### src/rtl/add64_sequencer_if.sv
// add64_sequencer_if: input beat stream, external 64-bit adder bus and result beat stream.
interface add64_sequencer_if #(parameter int CNT_W = 16);
    logic             in_valid;
    logic             in_ready;
    logic [31:0]      in_data;
    logic             in_cin;
    logic [63:0]      add_x;
    logic [63:0]      add_y;
    logic             add_cin;
    logic [63:0]      add_sum;
    logic             add_cout;
    logic             out_valid;
    logic             out_ready;
    logic [31:0]      out_data;
    logic             out_last;
    logic             out_cout;
    logic             out_ovf;
    logic [CNT_W-1:0] op_count;
    modport master (
        input  in_valid, in_data, in_cin, add_sum, add_cout, out_ready,
        output in_ready, add_x, add_y, add_cin, out_valid, out_data, out_last, out_cout, out_ovf, op_count
    );
    modport slave (
        output in_valid, in_data, in_cin, add_sum, add_cout, out_ready,
        input  in_ready, add_x, add_y, add_cin, out_valid, out_data, out_last, out_cout, out_ovf, op_count
    );
endinterface

### src/rtl/add64_sequencer.sv
// add64_sequencer: loads two 64-bit operands as four 32-bit beats, runs them through an
// external adder for one cycle, and returns the sum as two 32-bit beats with carry/overflow.
module add64_sequencer #(parameter int CNT_W = 16) (
    input  logic              clk,
    input  logic              rst_n,
    add64_sequencer_if.master bus
);
    typedef enum logic [1:0] {LOAD, EXEC, OUT_LO, OUT_HI} state_t;
    state_t           state_q, state_d;
    logic [1:0]       beat_q, beat_d;
    logic [63:0]      x_q, x_d, y_q, y_d, sum_q, sum_d;
    logic             cin_q, cin_d, cout_q, cout_d, ovf_q, ovf_d;
    logic [CNT_W-1:0] cnt_q, cnt_d;
    always_ff @(posedge clk or negedge rst_n) begin
        if (!rst_n) begin
            state_q <= LOAD;
            beat_q  <= '0;
            x_q     <= '0;
            y_q     <= '0;
            cin_q   <= 1'b0;
            sum_q   <= '0;
            cout_q  <= 1'b0;
            ovf_q   <= 1'b0;
            cnt_q   <= '0;
        end else begin
            state_q <= state_d;
            beat_q  <= beat_d;
            x_q     <= x_d;
            y_q     <= y_d;
            cin_q   <= cin_d;
            sum_q   <= sum_d;
            cout_q  <= cout_d;
            ovf_q   <= ovf_d;
            cnt_q   <= cnt_d;
        end
    end
    always_comb begin
        state_d = state_q;
        beat_d  = beat_q;
        x_d     = x_q;
        y_d     = y_q;
        cin_d   = cin_q;
        sum_d   = sum_q;
        cout_d  = cout_q;
        ovf_d   = ovf_q;
        cnt_d   = cnt_q;
        case (state_q)
            LOAD: if (bus.in_valid) begin
                beat_d = beat_q + 2'd1;
                x_d = {beat_q == 2'd1 ? bus.in_data : x_q[63:32], beat_q == 2'd0 ? bus.in_data : x_q[31:0]};
                y_d = {beat_q == 2'd3 ? bus.in_data : y_q[63:32], beat_q == 2'd2 ? bus.in_data : y_q[31:0]};
                if (beat_q == 2'd3) begin
                    cin_d   = bus.in_cin;
                    state_d = EXEC;
                end
            end
            EXEC: begin
                sum_d   = bus.add_sum;
                cout_d  = bus.add_cout;
                ovf_d   = (x_q[63] == y_q[63]) && (bus.add_sum[63] != x_q[63]);
                state_d = OUT_LO;
            end
            OUT_LO: if (bus.out_ready) state_d = OUT_HI;
            default: if (bus.out_ready) begin
                cnt_d   = cnt_q + CNT_W'(1);
                beat_d  = 2'd0;
                state_d = LOAD;
            end
        endcase
    end
    assign bus.in_ready  = state_q == LOAD;
    assign bus.add_x     = x_q;
    assign bus.add_y     = y_q;
    assign bus.add_cin   = cin_q;
    assign bus.out_valid = state_q == OUT_LO || state_q == OUT_HI;
    assign bus.out_last  = state_q == OUT_HI;
    assign bus.out_data  = state_q == OUT_HI ? sum_q[63:32] : state_q == OUT_LO ? sum_q[31:0] : 32'd0;
    assign bus.out_cout  = cout_q;
    assign bus.out_ovf   = ovf_q;
    assign bus.op_count  = cnt_q;
endmodule

### src/flat_wrapper.sv
// flat-port wrapper written by rule: the top's interface ports become plain ports
module add64_sequencer_flat 
#(parameter int CNT_W = 16)
  (clk, rst_n, bus_in_valid, bus_in_data, bus_in_cin, bus_add_sum, bus_add_cout, bus_out_ready, bus_in_ready, bus_add_x, bus_add_y, bus_add_cin, bus_out_valid, bus_out_data, bus_out_last, bus_out_cout, bus_out_ovf, bus_op_count);
  add64_sequencer_if #(.CNT_W(CNT_W)) bus_i ();
  input  logic clk;
  input  logic rst_n;
  input wire logic [$bits(bus_i.in_valid)-1:0] bus_in_valid;
  input wire logic [$bits(bus_i.in_data)-1:0] bus_in_data;
  input wire logic [$bits(bus_i.in_cin)-1:0] bus_in_cin;
  input wire logic [$bits(bus_i.add_sum)-1:0] bus_add_sum;
  input wire logic [$bits(bus_i.add_cout)-1:0] bus_add_cout;
  input wire logic [$bits(bus_i.out_ready)-1:0] bus_out_ready;
  output wire logic [$bits(bus_i.in_ready)-1:0] bus_in_ready;
  output wire logic [$bits(bus_i.add_x)-1:0] bus_add_x;
  output wire logic [$bits(bus_i.add_y)-1:0] bus_add_y;
  output wire logic [$bits(bus_i.add_cin)-1:0] bus_add_cin;
  output wire logic [$bits(bus_i.out_valid)-1:0] bus_out_valid;
  output wire logic [$bits(bus_i.out_data)-1:0] bus_out_data;
  output wire logic [$bits(bus_i.out_last)-1:0] bus_out_last;
  output wire logic [$bits(bus_i.out_cout)-1:0] bus_out_cout;
  output wire logic [$bits(bus_i.out_ovf)-1:0] bus_out_ovf;
  output wire logic [$bits(bus_i.op_count)-1:0] bus_op_count;
  assign bus_i.in_valid = bus_in_valid;
  assign bus_i.in_data = bus_in_data;
  assign bus_i.in_cin = bus_in_cin;
  assign bus_i.add_sum = bus_add_sum;
  assign bus_i.add_cout = bus_add_cout;
  assign bus_i.out_ready = bus_out_ready;
  assign bus_in_ready = bus_i.in_ready;
  assign bus_add_x = bus_i.add_x;
  assign bus_add_y = bus_i.add_y;
  assign bus_add_cin = bus_i.add_cin;
  assign bus_out_valid = bus_i.out_valid;
  assign bus_out_data = bus_i.out_data;
  assign bus_out_last = bus_i.out_last;
  assign bus_out_cout = bus_i.out_cout;
  assign bus_out_ovf = bus_i.out_ovf;
  assign bus_op_count = bus_i.op_count;
  add64_sequencer #(.CNT_W(CNT_W)) u_core (.clk(clk), .rst_n(rst_n), .bus(bus_i));
endmodule
### config.mk
export PLATFORM = sky130hd
export DESIGN_NAME = add64_sequencer_flat
export DESIGN_NICKNAME = d
export VERILOG_FILES = /design/src/rtl/add64_sequencer_if.sv /design/src/rtl/add64_sequencer.sv /design/src/flat_wrapper.sv
export SDC_FILE = /design/constraint.sdc
export NUM_CORES = 1
export LEC_CHECK = 0
export CAP_MARGIN = 20
export CORE_MARGIN = 2
export CORE_UTILIZATION = 44
export DETAILED_ROUTE_END_ITERATION = 10
export GPL_TIMING_DRIVEN = 0
export PLACE_DENSITY = 0.84
export SETUP_SLACK_MARGIN = 0.3
export SYNTH_ARGS = -nofsm -noshare
export SYNTH_HDL_FRONTEND = slang
export SYNTH_SLANG_ARGS = --single-unit
### constraint.sdc
create_clock -name clk -period 1.95 [get_ports clk]
set_input_delay 0.39 -clock clk [delete_from_list [all_inputs] [get_ports clk]]
set_output_delay 0.39 -clock clk [all_outputs]
set_load 0.03 [all_outputs]
# [Word-level counts from Yosys, hierarchy flattened]
# Cells that the tools add are included.
[word_totals] register_bits=215 inputBits=102 output_inout_bits=182 elab_cells=50
[op_classes] n_addsub=2 n_eq_ne=11 muxes=9 n_bitwise=2 reduce_logical=15
[ops] cell="2-to-1 mux 32 bit" n=2
[ops] cell="adder 16 x 1 -> 16 bit, second input constant" n=1
[ops] cell="AND reduction 3 bit" n=5
[ops] cell="2-to-1 mux 2 bit" n=5
[ops] cell="equality test 2 bit, second input constant" n=4
[ops] cell="case mux 2 bit (3 select lines)" n=1
[ops] cell="equality test 2 x 1 -> 1 bit, second input constant" n=2
[ops] cell="zero test 2 bit" n=2
[ops] cell="inequality test 2 bit, second input constant" n=2
[ops] cell="case mux 2 bit (2 select lines)" n=1
[ops] cell="AND reduction 4 bit" n=1
[ops] cell="nonzero test 3 bit" n=1
[ops] cell="OR reduction 3 bit" n=1
[ops] cell="adder 2 x 1 -> 2 bit, second input constant" n=1
[ops] cell="inequality test 2 x 1 -> 1 bit, second input constant" n=1
[ops] cell="inverter 1 bit" n=2
[ops] cell="AND reduction 2 bit" n=1
[ops] cell="nonzero test 2 bit" n=1
[ops] cell="OR reduction 2 bit" n=1
[ops] cell="equality test 1 bit" n=1
[ops] cell="logical AND 1 bit" n=1
[ops] cell="logical OR 1 bit" n=1
[ops] cell="inequality test 1 bit" n=1

# [Longest topological paths before layout]
# Gate-level depths: netlist of the first run.
[depth] word_depth=4 ltp_mapped=7 mapped_depth_nobuf=6

# [Least setup slack after synthesis of the first run]
# No wires, ideal clock.
[synth_timing] path_kind="reg-to-output" start="register u_core.state_q[0]" end="output bus_out_data[10]" arrival_time_ns=1.905 required_ns=1.560 path_slack_ns=-0.345 stages_incl_launch_ff=7 path_buffers=2 path_cell_list="dfrtp_1 inv_1 ha_1 clkbuf_1 clkbuf_1 nand2_1 o21ai_0"
[synth_via] elab_chain_cells=3 elab_cells_between_ends=4 cone_classes="2 x eq/ne; 2 x mux"
[synth_rtl] element="start: declaration" line_no="add64_sequencer.sv:9" text="state_t state_q, state_d;"
[synth_rtl] element="start signal: assignment" line_no="add64_sequencer.sv:26" text="state_q <= state_d;"
[synth_rtl] element="equality test 2 bit" line_no="add64_sequencer.sv:77" text="assign bus.out_data = state_q == OUT_HI ? sum_q[63:32] : state_q == OUT_LO ? sum_q[31:0] : 32'd0;"
[synth_rtl] element="2-to-1 mux 32 bit" line_no="add64_sequencer.sv:77"
[synth_rtl] element="2-to-1 mux 32 bit (*)" line_no="add64_sequencer.sv:77"
[synth_rtl] element="end: declaration" line_no="flat_wrapper.sv:19" text="output wire logic [$bits(bus_i.out_data)-1:0] bus_out_data;"
# Mark *: on every way between the ends. The rest lies on a longest branch, timed or not.

# [Worst setup path after layout of the first run]
[layout_timing] start="register u_core.state_q[0]" end="output bus_out_data[14]"
# The elaborated chain is that of the path after synthesis.

==> results of run 1 <==
## worst max path at each step
stage / end / slack (ps) / cells past startpoint
3_3_place_gp: u_core.state_q[0]$_DFFE_PN0P_ / -9420 / 1
4_1_cts: bus_out_data[17] / -280 / 7
2_1_floorplan: bus_out_data[23] / 280 / 6
5_1_grt: bus_out_data[14] / -370 / 7
6_report: bus_out_data[14] / -310 / 7
3_5_place_dp: bus_out_data[17] / -420 / 7
## cell type report
cell class | instances | area (um2)
Fill cell | 1218 | 5050
Inverter | 7 | 33.8
Clock buffer | 31 | 646
Multi-Input combinational cell | 364 | 3880
Timing Repair Buffer | 322 | 3390
Tap cell | 265 | 332
Clock inverter | 8 | 98.8
Sequential cell | 215 | 5380
Buffer | 32 | 587
## power by group through the flow
| stage | sequential (W) | combinational (W) | clock (W) |
|---|---|---|---|
| after floorplan | 0.0102 | 0.00528 | 0 |
| after global routing | 0.00808 | 0.0149 | 0.00460 |
| after global placement | 0.00760 | 0.0126 | 0 |
| final | 0.00787 | 0.0143 | 0.00433 |
| after detailed placement | 0.00771 | 0.0127 | 0 |
| after CTS | 0.00776 | 0.0137 | 0.00442 |
## worst max-delay path, cell delays in order (launching register included)
cell,delay (ps)
dfrtp_2,430
inv_2,90
ha_4,130
clkbuf_16,170
clkbuf_16,170
nand2_2,80
o21ai_4,150
buf_6,150
## metal layers
metal  part of all wire (%)  wire [um]
met5                      0          0
met4                    2.2        583
met1                     37       9810
met3                     10       2750
met2                     50      13300
## flip-flops by register name, indices dropped and copies added, names as in the netlist
signal and cells:
u_core.bus.add_x 64, u_core.beat_q 2, u_core.bus.out_ovf 1, u_core.bus.out_cout 1, u_core.state_q 2, u_core.bus.add_y 64
u_core.bus.add_cin 1, u_core.sum_q 64, u_core.bus.op_count 16
## cell families (layout without fill, tap and decap cells)
| kind of cell | count (synthesis) | in the layout | share of synthesized area [%] |
|---|---|---|---|
| and+or+nand+nor | 101 | 101 | 5.09 |
| buffers and inverters | 39 | 400 | 1.99 |
| adders and majority gates | 11 | 11 | 1.58 |
| AOI/OAI and AO/OA | 41 | 41 | 2.59 |
| muxes | 196 | 196 | 25.4 |
| xor gates and xnor gates | 15 | 15 | 1.51 |
| DFF | 215 | 215 | 61.9 |
## metrics by stage
| step | power, W | setup slack [ps] | std cells |
|---|---|---|---|
| final | 0.0265 | -312 | 1244 |
| after global routing | 0.0276 | -370 | 1244 |
| after CTS | 0.0259 | -280 | 1230 |
| after detailed placement | 0.0205 | -420 | 1166 |
| after global placement | 0.0202 | -9420 | 1165 |
| after floorplan | 0.0154 | 280 | 618 |
## cell usage after synthesis (all sizes together)
master	count	area share (%)
o32a	1	0.12
xor2	3	0.30
inv	7	0.30
a221oi	1	0.10
o22ai	1	0.072
ha	11	1.6
xnor2	12	1.2
a22o	2	0.20
a21oi	2	0.12
and3	2	0.14
mux2i	1	0.12
o21ai	33	1.9
or2	1	0.072
o21bai	1	0.086
clkbuf	11	0.47
nand3	9	0.58
and2	1	0.072
nor2	6	0.29
nand4	4	0.29
nor3	3	0.30
and4	1	0.10
dfrtp	215	62
buf	21	1.2
nand2	73	3.2
mux2	195	25
nand2b	1	0.072
## what timing repair did
item,CTS,global route
pin swaps,30,11
gates resized for setup,705,57
setup endpoints to repair,370,429
hold buffers,1,0
gates cloned,9,2
endpoints found under the hold margin,60,0
setup buffers,15,12
## cell usage in the layout, fill, tap and decap left out, drive strengths merged
| master | count |
|---|---|
| dlygate4sd3 | 1 |
| nand2b | 1 |
| xor2 | 3 |
| bufbuf | 1 |
| nand2 | 73 |
| o21bai | 1 |
| clkbuf | 49 |
| ha | 11 |
| a22o | 2 |
| mux2i | 1 |
| dlygate4sd2 | 40 |
| nand3 | 9 |
| and4 | 1 |
| nand4 | 4 |
| or2 | 1 |
| inv | 7 |
| and3 | 2 |
| o22ai | 1 |
| bufinv | 2 |
| clkdlybuf4s50 | 99 |
| clkdlybuf4s15 | 101 |
| a21oi | 2 |
| nor3 | 3 |
| o21ai | 33 |
| and2 | 1 |
| a221oi | 1 |
| xnor2 | 12 |
| o32a | 1 |
| dfrtp | 215 |
| clkinvlp | 2 |
| nor2 | 6 |
| mux2 | 195 |
| buf | 94 |
| clkinv | 4 |
==> results.sh, run 1 <==
export IMPL_htreeDepth=1
export IMPL_period_needed_ps=2260
export IMPL_cts_buffers=23
export IMPL_pwr_share_seq_pct=29.7
export IMPL_wl_per_cell_um=21.2
export IMPL_clk_pin_slew_ps=60
export IMPL_tns_ps=-8460
export IMPL_max_slew_margin_pct=57.9
export IMPL_gr_max_usage_layer="met2"
export IMPL_hp_class="primary input to asynchronous set/reset pin"
export IMPL_ant_nets=0
export IMPL_cp_required_ps=1560
export IMPL_core_um2=19400
export IMPL_ys_ff_latch=215
export IMPL_startpoint_type="flip-flop"
export IMPL_root_buffer="clkbuf_16"
export IMPL_setup_violations=33
export IMPL_antenna_cells=0
export IMPL_r2r_slack_ps=50
export IMPL_drc=0
export IMPL_die_h_um=145
export IMPL_routed_wirelength_um=26400
export IMPL_grt_max_degree=114
export IMPL_avgSynthCellArea_um2=14.1
export IMPL_fmax_ghz=0.442
export IMPL_power_switching_w=0.0107
export IMPL_ys_types=30
export IMPL_skew_ps=14.4
export IMPL_end_kind="primary output"
export IMPL_grt_pass1_vias=6903
export IMPL_p_leak_nw=6.50
export IMPL_r2r_start="u_core.state_q[1]$_DFFE_PN0P_"
export IMPL_clock_path_buffers=3
export IMPL_antenna_found_initial=0
export IMPL_portBuffers=282
export IMPL_post_dp_hpwl_um=16500
export IMPL_first_pass_iters=4
export IMPL_comb_power_share_pct=53.9
export IMPL_status="finished, violations left"
export IMPL_postSynthCellCount=618
export IMPL_final_util_pct=73.9
export IMPL_cts_sinks=215
export IMPL_cts_tree="yes"
export IMPL_track_usage_pct=23.8
export IMPL_nets=1078
export IMPL_pwr_share_clk_pct=16.4
export IMPL_r2r_end="u_core.sum_q[46]$_DFFE_PN0N_"
export IMPL_p_int_w=0.0158
export IMPL_placed_area_um2=12300
export IMPL_drt_iter0_markers=168
export IMPL_synthesis_area_um2=8700
export IMPL_grt_use_met2_pct=42.2
export IMPL_rsz0062_at_grt="yes"
export IMPL_hold_violations=0
export IMPL_viasPerCell=5.12
export IMPL_finalCritPeriodShare_pct=116
export IMPL_insertion_delay_ps=500
export IMPL_violations="setup timing"
export IMPL_vias=6367
export IMPL_cp_startpoint="u_core.state_q[0]$_DFFE_PN0P_"
export IMPL_path_class="flip-flop to primary output"
export IMPL_worstMarginPinSlew_ps=632
export IMPL_overflow=0
export IMPL_syn2layout_area_growth_pct=65.0
export IMPL_arrival_ps=1870
export IMPL_hold_ws_ps=408
export IMPL_met3_usage_pct=9.17
export IMPL_ys_seq_area_share_pct=61.9
export IMPL_drv_slew=0
export IMPL_swShare_pct=40.4
export IMPL_grt_util_met1_pct=26.7
export IMPL_final_cell_area_um2=14300
export IMPL_grt_pass1_wl_um=38100
export IMPL_ir_drop_mv=1.14
export IMPL_finalWeightedCongestion=0.766
export IMPL_die_x_um=145
export IMPL_syn_nets=731
export IMPL_reg2reg_depth=9
export IMPL_max_cap_violations=0
export IMPL_critPathMaxFanout=8
export IMPL_p_per_area_nw_per_um2=1850
export IMPL_ys_warn_count=0
export IMPL_num_rows=51
export IMPL_final_layout_size_suffix_gt1_share_pct=49.8
export IMPL_io_pins=284
export IMPL_dieArea_um2=20900
export IMPL_setup_ws_ps=-312
export IMPL_start_util_pct=44.8
(Power assumes the default switching activity.)
==> run 2, diff against run 1 <==
--- a/config.mk
+++ b/config.mk
@@ -9,9 +9,9 @@
 export CORE_MARGIN = 2
 export CORE_UTILIZATION = 44
 export DETAILED_ROUTE_END_ITERATION = 10
+export GPL_ROUTABILITY_DRIVEN = 1
 export GPL_TIMING_DRIVEN = 0
 export PLACE_DENSITY = 0.84
-export SETUP_SLACK_MARGIN = 0.3
 export SYNTH_ARGS = -nofsm -noshare
 export SYNTH_HDL_FRONTEND = slang
 export SYNTH_SLANG_ARGS = --single-unit
==> run 2 against run 1 <==
Against the previous run: hold slack worse by 2.4 ps; the flow still finishes with violations (setup timing); total power down 4.9%; largest cell class unchanged; critical path depth down 1; via count down 2.4%; sequential power down 2%.
==> results.sh, run 2 (same netlist as run 1, synthesis figures left out) <==
export IMPL_status="finished, violations left"
export IMPL_violations="setup timing"
export IMPL_fill_cells=1323
export IMPL_finalCritPeriodShare_pct=116
export IMPL_max_slew_margin_pct=45.3
export IMPL_setup_violations=34
export IMPL_overflow=0
export IMPL_clock_path_buffers=3
export IMPL_drt_iter0_markers=152
export IMPL_p_leak_nw=6.93
export IMPL_hp_class="primary input to flip-flop"
export IMPL_multi_input_area_um2=3540
export IMPL_vias=6212
export IMPL_hold_ws_ps=406
export IMPL_wl_per_cell_um=20.0
export IMPL_die_h_um=145
export IMPL_hold_violations=0
export IMPL_final_common_cell="dfrtp_1"
export IMPL_grt_pass1_vias=6567
export IMPL_viasPerCell=5.07
export IMPL_track_usage_pct=22.4
export IMPL_routed_wirelength_um=24500
export IMPL_path_class="flip-flop to primary output"
export IMPL_fmax_ghz=0.442
export IMPL_crit_slowest_cell="dfrtp_2"
export IMPL_cts_tree="yes"
export IMPL_clk_pin_slew_ps=60
export IMPL_rsz0062_at_grt="yes"
export IMPL_grt_max_degree=113
export IMPL_setup_ws_ps=-314
export IMPL_layout_common_cells="dfrtp_1 (214), mux2_2 (195), clkdlybuf4s50_1 (110), dlygate4sd2_1 (75), dlymetal6s2s_1 (61)"
export IMPL_first_pass_iters=5
export IMPL_period_needed_ps=2260
export IMPL_drc=0
export IMPL_insertion_delay_ps=510
export IMPL_dieArea_um2=20900
export IMPL_post_dp_hpwl_um=16200
export IMPL_place_ws_ps=-908
export IMPL_seqCellArea_um2=5380
export IMPL_critPathMaxFanout=8
export IMPL_cpMostUsedCell="buf_4"
export IMPL_start_util_pct=44.8
export IMPL_drv_slew=0
export IMPL_arrival_ps=1870
export IMPL_antenna_cells=0
export IMPL_ir_drop_mv=1.16
export IMPL_portBuffers=282
export IMPL_die_x_um=145
export IMPL_final_cell_area_um2=13600
export IMPL_startpoint_type="flip-flop"
export IMPL_worstMarginPinSlew_ps=821
export IMPL_htreeDepth=1
export IMPL_p_per_area_nw_per_um2=1850
export IMPL_num_rows=51
export IMPL_cts_buffers=24
export IMPL_max_cap_violations=0
export IMPL_cp_slowest_stage_delay_ps=450
export IMPL_core_um2=19400
export IMPL_skew_ps=10.4
export IMPL_syn2layout_area_growth_pct=56.3
export IMPL_ant_nets=0
export IMPL_cts_sinks=215
export IMPL_antenna_found_initial=0
export IMPL_final_layout_size_suffix_gt1_share_pct=40.2
export IMPL_finalWeightedCongestion=0.750
export IMPL_end_kind="primary output"
export IMPL_grt_pass1_wl_um=36200
export IMPL_io_pins=284
export IMPL_nets=1059
export IMPL_cp_required_ps=1560
export IMPL_root_buffer="clkbuf_16"
export IMPL_path_cells="inv_2 > ha_4 > buf_4 > nand2_1 > o21ai_2 > buf_4"
export IMPL_placed_area_um2=12100
run 2: timing repair:
item	CTS	global route
setup endpoints to repair	175	238
hold buffers	1	0
buffers inserted	8	5
resized for setup	374	126
cloned	4	2
pin swaps	12	10
hold endpoints to repair	103	0
run 2: final timing paths:
| kind | from | end | slack [ps] | cells after the start |
|---|---|---|---|---|
| worst max-delay path | u_core.state_q[0]$_DFFE_PN0P_ | bus_out_data[10] | -310 | 6 |
| worst min-delay path | bus_in_valid | u_core.beat_q[0]$_DFFE_PN0P_ | 410 | 3 |
| worst max register to register | u_core.state_q[1]$_DFFE_PN0P_ | u_core.sum_q[12]$_DFFE_PN0N_ | 10 | 7 |
| worst min register to register | u_core.bus.op_count[15]$_DFFE_PN0P_ | u_core.bus.op_count[15]$_DFFE_PN0P_ | 480 | 1 |
| max in group asynchronous | rst_n | u_core.bus.add_y[11]$_DFFE_PN0P_ | 400 | 3 |
| min in group asynchronous | rst_n | u_core.bus.op_count[13]$_DFFE_PN0P_ | 530 | 2 |
run 2: layer usage:
metal,up-vias,part of all wire (%),track usage [%]
met4,0,1.8,4.29
met1,3104,38,26.2
met5,-,0,0.251
met2,264,49,39.0
li1,2806,-,-
met3,38,11,9.54
run 2: report_power, final:
group / internal, W / switching [W] / leakage (nW)
logic: 0.00590 / 0.00707 / 3.88
clock network: 0.00274 / 0.00175 / 0.387
registers: 0.00653 / 0.00118 / 2.66
total: 0.0152 / 0.0100 / 6.93
run 2: critical path, delay by kind of cell, from the launching register on:
family | cells | cell delay, ps
DFF | 1 | 450
buffers and inverters | 3 | 440
adders and majority gates | 1 | 230
AOI/OAI and AO/OA | 1 | 150
and+or+nand+nor | 1 | 100
run 2: through the flow:
stage / power (W) / util, % / TNS, ps / instances
5_1_grt: 0.0264 / 70.1 / -12000 / 1225
3_5_place_dp: 0.0199 / 62.3 / -29400 / 1166
2_1_floorplan: 0.0149 / - / 0 / 618
6_report: 0.0252 / 70.1 / -7990 / 1225
3_3_place_gp: 0.0197 / 62.1 / -1881050 / 1165
4_1_cts: 0.0249 / 68.0 / -8380 / 1218
run 2: final cells by class:
type,instances,area share (%)
Timing Repair Buffer,303,22.9
Multi-Input combinational cell,364,26.1
Inverter,7,0.221
Clock buffer,34,5.15
Sequential cell,215,39.6
Buffer,31,3.05
Tap cell,265,2.44
Clock inverter,6,0.617
==> run 3, diff against run 2 <==
--- a/config.mk
+++ b/config.mk
@@ -6,7 +6,7 @@
 export NUM_CORES = 1
 export LEC_CHECK = 0
 export CAP_MARGIN = 20
-export CORE_MARGIN = 2
+export CORE_MARGIN = 5
 export CORE_UTILIZATION = 44
 export DETAILED_ROUTE_END_ITERATION = 10
 export GPL_ROUTABILITY_DRIVEN = 1
==> run 3 against run 2 <==
Against the previous run: the run still ends with setup timing left; clock power fell by 2%; first-iteration DRC count grew 5.9%; largest power group unchanged; non-clock buffer count fell by 3; critical path depth unchanged; core utilization fell by 1.0 points.
==> results.sh, run 3 (same netlist as run 1, synthesis figures left out) <==
export IMPL_drt_iter0_markers=161
export IMPL_finalWeightedCongestion=0.779
export IMPL_dieArea_um2=22700
export IMPL_htreeDepth=1
export IMPL_final_util_pct=69.1
export IMPL_startpoint_type="flip-flop"
export IMPL_die_h_um=151
export IMPL_rsz0062_at_grt="yes"
export IMPL_antenna_found_initial=0
export IMPL_seqCellArea_um2=5380
export IMPL_vias=6180
export IMPL_root_buffer="clkbuf_16"
export IMPL_post_layout_nonfiller_instances=1222
export IMPL_r2r_start="u_core.state_q[1]$_DFFE_PN0P_"
export IMPL_violations="setup timing"
export IMPL_hold_violations=0
export IMPL_drc=0
export IMPL_cp_required_ps=1560
export IMPL_nets=1055
export IMPL_worstMarginPinSlew_ps=779
export IMPL_fill_cells=1312
export IMPL_post_dp_hpwl_um=16900
export IMPL_portBuffers=282
export IMPL_start_util_pct=44.7
export IMPL_num_rows=51
export IMPL_arrival_ps=1880
export IMPL_track_usage_pct=20.9
export IMPL_skew_ps=13.0
export IMPL_wl_per_cell_um=20.5
export IMPL_min_to="u_core.beat_q[0]$_DFFE_PN0P_"
export IMPL_path_class="flip-flop to primary output"
export IMPL_setup_violations=33
export IMPL_die_x_um=151
export IMPL_grt_pass1_wl_um=36900
export IMPL_final_common_cell="dfrtp_1"
export IMPL_insertion_delay_ps=510
export IMPL_period_needed_ps=2270
export IMPL_max_slew_margin_pct=48.0
export IMPL_hold_path_depth=3
export IMPL_reg2reg_depth=5
export IMPL_cts_sinks=215
export IMPL_ir_drop_mv=1.31
export IMPL_antenna_cells=0
export IMPL_syn2layout_area_growth_pct=54.6
export IMPL_layout_common_cells="dfrtp_1 (213), mux2_2 (195), clkdlybuf4s50_1 (108), dlygate4sd2_1 (85), dlymetal6s2s_1 (53)"
export IMPL_max_cap_violations=0
export IMPL_r2r_slack_ps=0
export IMPL_viasPerCell=5.06
export IMPL_setup_ws_ps=-323
export IMPL_cts_buffers=23
export IMPL_clk_pin_slew_ps=60
export IMPL_grt_pass1_vias=6493
export IMPL_clock_path_buffers=3
export IMPL_routed_wirelength_um=25100
export IMPL_r2r_end="u_core.bus.add_x[19]$_DFFE_PN0P_"
export IMPL_critPathMaxFanout=5
export IMPL_end_kind="primary output"
export IMPL_core_um2=19500
export IMPL_overflow=0
export IMPL_io_pins=284
export IMPL_p_per_area_nw_per_um2=1860
export IMPL_p_leak_nw=6.81
export IMPL_final_layout_size_suffix_gt1_share_pct=40.2
export IMPL_finalCritPeriodShare_pct=117
export IMPL_fmax_ghz=0.440
export IMPL_hold_ws_ps=371
export IMPL_multi_input_area_um2=3500
export IMPL_drv_slew=0
export IMPL_status="finished, violations left"
export IMPL_dpl_cell_count=1166
export IMPL_grt_max_degree=119
export IMPL_first_pass_iters=4
export IMPL_hp_class="primary input to flip-flop"
export IMPL_ant_nets=0
export IMPL_cts_tree="yes"
export IMPL_hold_start="bus_in_valid"
-- run 3: worst max-delay path by stage --
stage                                   from  depth (start not counted)                               end  slack [ps]
2_1_floorplan  u_core.state_q[0]$_DFFE_PN0P_                          6                  bus_out_data[10]          10
3_3_place_gp                           rst_n                          1  u_core.bus.add_x[16]$_DFFE_PN0P_       -8580
3_5_place_dp   u_core.state_q[0]$_DFFE_PN0P_                          7                  bus_out_data[31]        -890
4_1_cts        u_core.state_q[1]$_DFFE_PN0P_                          6                   bus_out_data[7]        -330
5_1_grt        u_core.state_q[0]$_DFFE_PN0P_                          7                   bus_out_data[7]        -380
6_report       u_core.state_q[1]$_DFFE_PN0P_                          6                     bus_out_valid        -320
-- run 3: what timing repair did --
action / in CTS / in global routing
hold buffers: 1 / 0
pin swaps: 16 / 16
buffers inserted: 5 / 5
hold endpoints to repair: 97 / 0
gates cloned: 4 / 2
resized for setup: 382 / 99
endpoints found under the setup margin: 214 / 208
-- run 3: report_power, final --
part	internal (W)	total [W]	switching [W]
clock network	0.00265	0.00440	0.00175
registers	0.00653	0.00770	0.00116
logic	0.00577	0.0129	0.00709
total	0.0150	0.0250	0.0100
-- run 3: area by class of cell --
| cell class | instances | share of cell area [%] |
|---|---|---|
| plain buffers | 31 | 2.46 |
| clock buffers | 33 | 5.01 |
| clock inverters | 7 | 0.661 |
| inverters | 7 | 0.214 |
| multi-input cells | 364 | 26.1 |
| flip-flops and latches | 215 | 40.0 |
| well taps | 265 | 2.47 |
| repair buffers | 300 | 23.1 |
-- run 3: worst max-delay path, stage by stage, from the launching register on --
cell	delay, ps
dfrtp_2	440
buf_6	130
ha_4	160
buf_12	140
clkbuf_16	150
or2_4	220
buf_6	140
-- run 3: per-layer routing --
layer	up-vias	track usage, %	wire, um
met5	-	0	0
met4	0	4.40	471
met3	41	9.03	2600
met2	237	35.1	12400
met1	3104	25.1	9630
li1	2798	-	-
-- run 3: stage by stage --
stage	cell area (um2)	setup WS [ps]	total power [W]	setup TNS, ps
detailed placement	12100	-887	0.0200	-30250
global placement	12100	-8580	0.0197	-1868740
CTS	13100	-326	0.0247	-10740
floorplan	8900	11.7	0.0149	0
global route	13400	-382	0.0262	-17570
finish	13400	-323	0.0250	-8360
